File: src/rtl/bcd_pkg.sv
// Shared definitions for the BCD conversion blocks (binary-to-BCD and
// BCD-to-binary). Both converters use the same FSM state encoding.
package bcd_pkg;

  localparam int BCD_DIGIT_W = 4;

  typedef enum logic [2:0] {
    IDLE  = 3'd0,
    SETUP = 3'd1,
    SHIFT = 3'd2,
    SUB   = 3'd3,
    DONE  = 3'd4
  } bcd2bin_state_t;

  // A BCD digit is malformed when it encodes a value above nine.
  function automatic logic digit_invalid(input logic [BCD_DIGIT_W-1:0] d);
    return (d > 4'd9);
  endfunction

endpackage

File: src/rtl/bcd_digit_sub3.sv
// Reverse double-dabble digit correction: a BCD digit that reads 8 or more
// after a right shift has absorbed a half-ten from its upper neighbour, so
// 3 is removed to restore a proper decimal weighting.
module bcd_digit_sub3
  import bcd_pkg::*;
(
  input  logic [BCD_DIGIT_W-1:0] d,
  output logic [BCD_DIGIT_W-1:0] q
);

  // Conditional subtract-3, confined to the 4-bit digit (no borrow out).
  always_comb begin
    q = d;
    if (d >= 4'd8) begin
      q = d - 4'd3;
    end else begin
      q = d;
    end
  end

endmodule

File: src/rtl/bcd_to_bin.sv
// Serial BCD-to-binary converter (reverse double dabble). One shift of the
// combined {bcd, bin} work register, followed by one digit correction per
// cycle. A single correction unit is shared across the digits via idx.
module bcd_to_bin
  import bcd_pkg::*;
#(
  parameter int DIGITS = 4,
  parameter int BIN_W  = 14
) (
  input  logic                        clk,
  input  logic                        rst,
  input  logic                        en,
  input  logic [BCD_DIGIT_W*DIGITS-1:0] bcd_d_in,
  output logic [BIN_W-1:0]            bin_d_out,
  output logic                        rdy,
  output logic                        err
);

  localparam int BCD_W  = BCD_DIGIT_W * DIGITS;
  localparam int WORK_W = BCD_W + BIN_W;
  localparam int CNT_W  = $clog2(BIN_W + 1);
  localparam int IDX_W  = (DIGITS > 1) ? $clog2(DIGITS) : 1;

  bcd2bin_state_t           state_r;
  logic [WORK_W-1:0]        work_r;
  logic [CNT_W-1:0]         shift_cnt_r;
  logic [IDX_W-1:0]         idx_r;
  logic                     err_flag_r;

  logic                     any_bad_s;
  logic [BCD_DIGIT_W-1:0]   digit_sel_s;
  logic [BCD_DIGIT_W-1:0]   digit_fix_s;

  // Invalid-digit detector: one comparator per input digit, OR-reduced.
  always_comb begin
    any_bad_s = 1'b0;
    for (int i = 0; i < DIGITS; i++) begin
      if (digit_invalid(bcd_d_in[i*BCD_DIGIT_W +: BCD_DIGIT_W])) begin
        any_bad_s = 1'b1;
      end else begin
        any_bad_s = any_bad_s;
      end
    end
  end

  // Digit multiplexer feeding the shared correction unit.
  always_comb begin
    digit_sel_s = work_r[BIN_W + BCD_DIGIT_W*int'(idx_r) +: BCD_DIGIT_W];
  end

  bcd_digit_sub3 u_sub3 (
    .d (digit_sel_s),
    .q (digit_fix_s)
  );

  // Conversion FSM with work register, counters and registered outputs.
  always_ff @(posedge clk) begin
    if (rst) begin
      state_r     <= IDLE;
      work_r      <= {WORK_W{1'b0}};
      shift_cnt_r <= {CNT_W{1'b0}};
      idx_r       <= {IDX_W{1'b0}};
      err_flag_r  <= 1'b0;
      bin_d_out   <= {BIN_W{1'b0}};
      rdy         <= 1'b0;
      err         <= 1'b0;
    end else begin
      rdy <= 1'b0;
      case (state_r)
        IDLE: begin
          if (en) begin
            state_r <= SETUP;
          end else begin
            state_r <= IDLE;
          end
        end
        SETUP: begin
          work_r      <= {bcd_d_in, {BIN_W{1'b0}}};
          shift_cnt_r <= {CNT_W{1'b0}};
          idx_r       <= {IDX_W{1'b0}};
          err_flag_r  <= any_bad_s;
          if (any_bad_s) begin
            state_r <= DONE;
          end else begin
            state_r <= SHIFT;
          end
        end
        SHIFT: begin
          // bcd LSB falls into bin MSB; a zero enters at the top
          work_r      <= work_r >> 1;
          shift_cnt_r <= shift_cnt_r + {{(CNT_W-1){1'b0}}, 1'b1};
          idx_r       <= {IDX_W{1'b0}};
          state_r     <= SUB;
        end
        SUB: begin
          work_r[BIN_W + BCD_DIGIT_W*int'(idx_r) +: BCD_DIGIT_W] <= digit_fix_s;
          if (idx_r != IDX_W'(DIGITS - 1)) begin
            idx_r   <= idx_r + {{(IDX_W-1){1'b0}}, 1'b1};
            state_r <= SUB;
          end else if (shift_cnt_r < CNT_W'(BIN_W)) begin
            state_r <= SHIFT;
          end else begin
            state_r <= DONE;
          end
        end
        DONE: begin
          if (err_flag_r) begin
            bin_d_out <= {BIN_W{1'b0}};
          end else begin
            bin_d_out <= work_r[BIN_W-1:0];
          end
          err     <= err_flag_r;
          rdy     <= 1'b1;
          state_r <= IDLE;
        end
        default: begin
          state_r <= IDLE;
        end
      endcase
    end
  end

endmodule

File: config.mk
export PLATFORM = sky130hd
export DESIGN_NAME = bcd_to_bin
export DESIGN_NICKNAME = d
export VERILOG_FILES = /design/src/rtl/bcd_pkg.sv /design/src/rtl/bcd_digit_sub3.sv /design/src/rtl/bcd_to_bin.sv
export SDC_FILE = /design/constraint.sdc
export NUM_CORES = 1
export LEC_CHECK = 0
export CAP_MARGIN = 0
export CORE_MARGIN = 2
export CORE_UTILIZATION = 60
export CTS_CLUSTER_SIZE = 24
export DETAILED_ROUTE_END_ITERATION = 8
export DONT_BUFFER_PORTS = 1
export PLACE_DENSITY = 0.87
export SLEW_MARGIN = 20
export SYNTH_ARGS = -nofsm -noshare
export SYNTH_HDL_FRONTEND = slang
export SYNTH_SLANG_ARGS = --single-unit
File: constraint.sdc
create_clock -name clk -period 2.6 [get_ports clk]
set_clock_uncertainty 0.2 [all_clocks]
set_input_delay 0.26 -clock clk [delete_from_list [all_inputs] [get_ports clk]]
set_output_delay 0.26 -clock clk [all_outputs]
set_load 0.02 [all_outputs]
==> run_results.csv <==
group,metric,value,unit
placement,post-dp-hpwl,6246,µm
sta,final_period_minus_worst_setup_slack,2.468,ns
sta,tightestPinTransition,0.7665,ns
power_and_ir_drop,power.density_cell_area,472.5,nW/µm²
setup_path,ff2ff_setup_slack,0.13,ns
global_route,pin_count_of_the_biggest_net_entering_global_routing,58,
power_and_ir_drop,irDropWorstVdd,275.3,µV
sta,post-route-period-util,94.93,%
route,drt_pass1_iterations,7,
setup_path,rr_endpoint,"work_r[21]",
placement,routabilityCongestion,0.9905,
logic_synthesis,synth_simple_gate_area_share,21.56,%
global_route,grt-ovfl-total,0,
finish,layout.core_utilization,66.39,%
logic_synthesis,synth_area,3407,µm²
placement,buffer_ports.inserted,0,
logic_synthesis,ys_async_sr_fraction,0,%
sta,rsz0062_at_grt,"false",
route,via_count,3313,
logic_synthesis,synth_top_area_share,32.90,%
finish,synthToLayoutAreaGrowth,7.308,%
floorplanning,die_w,79.36,µm
logic_synthesis,syn-num-nets,443,
logic_synthesis,synthDominantAreaCellType,"dfxtp_1",
floorplanning,number_of_cell_rows,27,
finish,finish.cell_count_without_fillers,482,
clock_network,worst_setup_hold_path_clk_slew,0.11,ns
logic_synthesis,synth_fa_ha_area_share,4.040,%
placement,dp_slack,0.1817,ns
finish,final_nets,439,
logic_synthesis,post_synth_xor_area_fraction,1.028,%
clock_network,cts_root_buffer,"clkbuf_8",
setup_path,critPathMaxFanout,4,
setup_path,r2r_start,"idx_r[0]",
logic_synthesis,avg_cell_area_syn,8.249,µm²
sta,slew_headroom,48.77,%
hold_path,hold-path-cell-count,3,
route,dr.first_iter.drc_count,424,
route,totalWireLength,9093,µm
setup_path,endpoint_kind,"flip-flop",
logic_synthesis,synth_compound_area_share,30.22,%
logic_synthesis,number_of_distinct_library_cells_after_synthesis,57,
logic_synthesis,yosysSeqAreaShare,32.90,%
clock_network,htree_num_levels,2,
clock_network,clock_sink_count,56,
logic_synthesis,largest_family_of_logic_cells_by_synthesized_area,"compound AO/OA/AOI/OAI gates",
floorplanning,io_pins,35,
finish,fill_cells,447,
floorplanning,design.die.area,6297,µm²
clock_network,tritoncts,"done",
finish,num_antenna_cells,0,
placement,place.detailed.instances,472,
sta,slew_viol_final,0,
global_route,global_route.usage.total,29.95,%
sta,timing.setup.tns,0,ns
logic_synthesis,postSynthRegisterBits,56,
clock_network,worst_skew_pair.late_latency,0.32,ns
logic_synthesis,synth.area.mux_share,4.076,%
sta,maxClockFrequency,0.4052,GHz
global_route,grt_first_pass_wirelength,14920,µm
clock_network,ctsLongestPathBuffers,2,
sta,fin_worst_setup_slack,0.1318,ns
floorplanning,die_height,79.36,µm
route,wl_per_cell,18.87,µm
global_route,grt_pass1_vias,3116,
logic_synthesis,synth_area_leaders,"dfxtp_1 33%, o21ai_0 4.4%, a21oi_1 4.1%",
floorplanning,initial_core_util,61.87,%
clock_network,numCtsBuffers,5,
setup_path,timing.critical_path.arrival,2.48,ns
hold_path,tightest_hold_check_type,"input port to flip-flop",
logic_synthesis,synthesis.yosys.warnings,0,
logic_synthesis,postSynthCellCount,413,
setup_path,worst-r2r-cell-count,7,
logic_synthesis,synth_top_flop_cell,"dfxtp_1",
run,max-cap-violations,0,
sta,setup_viol_count_final,0,
logic_synthesis,synth_edf_count,0,
route,ant_nets,0,
setup_path,setup.worst_path.class,"flip-flop to flip-flop",
floorplanning,placeableCoreArea,5507,µm²
power_and_ir_drop,total_leakage_power,0.001227,µW
route,post_drt_via_cell_ratio,6.873,
run_status,status,"complete, no violations",
global_route,antenna_found_initial,0,
finish,layout-drive-gt1-share,10.24,%
sta,hold_violations,0,
hold_path,worstHoldStart,"bcd_d_in[11]",
setup_path,worst_setup_path_start_kind,"flip-flop",
route,remaining_drc_errors,0,
hold_path,worst_hold_path.endpoint,"work_r[25]",
setup_path,critical_path_required,2.61,ns
clock_network,cts_post_setup_buffers_inserted,0,
==> metal layers <==
metal | GRT usage, % | wire (µm) | vias up
met2 | 47.97 | 4272 | 165
li1 | - | - | 1533
met1 | 40.73 | 3847 | 1580
met4 | 11.72 | 269 | 0
met5 | 0 | 0 | -
met3 | 4.432 | 702 | 35
==> what timing repair did <==
| action | in CTS | in global routing |
|---|---|---|
| endpoints found under the setup margin | 0 | 1 |
| endpoints found under the hold margin | 56 | 0 |
| resized for setup | 0 | 1 |
| hold buffers | 2 | 0 |
==> sequential cells by signal, summed over array words and instances, names as in the netlist <==
signal       count
err              1
err_flag_r       1
state_r          3
idx_r            2
work_r          30
shift_cnt_r      4
rdy              1
bin_d_out       14
==> final cells by class <==
class	count	area [µm²]	area share, %
multi-input cells	304	2087	57.08
clock inverters	3	22.52	0.6160
flip-flops and latches	56	1121	30.66
inverters	20	75.07	2.053
clock buffers	5	68.82	1.882
repair buffers	22	191.4	5.236
well taps	72	90.09	2.464
==> stage by stage <==
step                      hold WS [ns]  cell area [µm²]  total power (µW)
after floorplan                 0.2688             3407              1144
after global placement          0.1354             3516              1207
after detailed placement        0.1371             3516              1214
after CTS                      0.01669             3645              1719
after global routing           0.04819             3656              1785
final                          0.01873             3656              1728
==> placed cells by master (no fill, tap or decap), types with 3 or more instances in the layout <==
cell,count
or3_1,3
inv_1,20
a211oi_1,17
dfxtp_1,56
nand3_1,4
o22ai_1,5
nor2_1,27
xor2_1,4
nand3b_1,16
a221o_1,7
nand4_1,5
ha_1,11
nor3b_1,3
o21ai_0,30
nand2b_1,15
a21oi_1,28
a221oi_1,14
nor3_1,7
nand2_1,37
o21ai_1,5
mux4_2,4
a22o_1,5
a32o_1,3
buf_4,19
nor2b_1,9
clkbuf_8,5
a22oi_1,8
==> cell usage after synthesis (all sizes together) (3+ instances only) <==
cell type,count
a221o,7
nor2b,9
a22o,5
a22oi,8
mux4,5
nand3b,16
nor3,7
buf,5
nand4,5
a211oi,18
o21ai,35
nor2,27
inv,20
a221oi,16
ha,11
clkbuf,28
nand2b,15
nand3,4
xor2,4
or3,3
o22ai,5
nor3b,4
a21oi,28
nand2,37
a32o,3
dfxtp,56
==> worst max path at each step <==
stage	startpoint	cells after the start	endpoint
floorplan	idx_r[0]	8	work_r[21]
global placement	idx_r[0]	7	work_r[21]
detailed placement	idx_r[0]	7	work_r[21]
CTS	idx_r[0]	7	work_r[21]
global route	idx_r[0]	7	work_r[21]
finish	idx_r[0]	7	work_r[21]
==> critical path, cell delays in order (launching register included) <==
cell and delay [ns]:
dfxtp_1 0.46, mux4_1 0.61, a21o_1 0.20, ha_1 0.22
nand2b_1 0.12, o32ai_1 0.10, a222oi_1 0.38, nor2_1 0.07
==> kinds of logic after synthesis <==
group           count (synthesis)
compound gates                146
xor+xnor                        4
fa+ha+maj                      11
buf+inv                        53
flops                          56
mux                             7
simple gates                  136
==> power by group <==
| group | internal [µW] | switching [µW] | total, µW |
|---|---|---|---|
| sequential | 887 | 36.4 | 923 |
| clock | 194 | 307 | 501 |
| combinational | 123 | 181 | 303 |
Power figures use the tool's default switching activity.
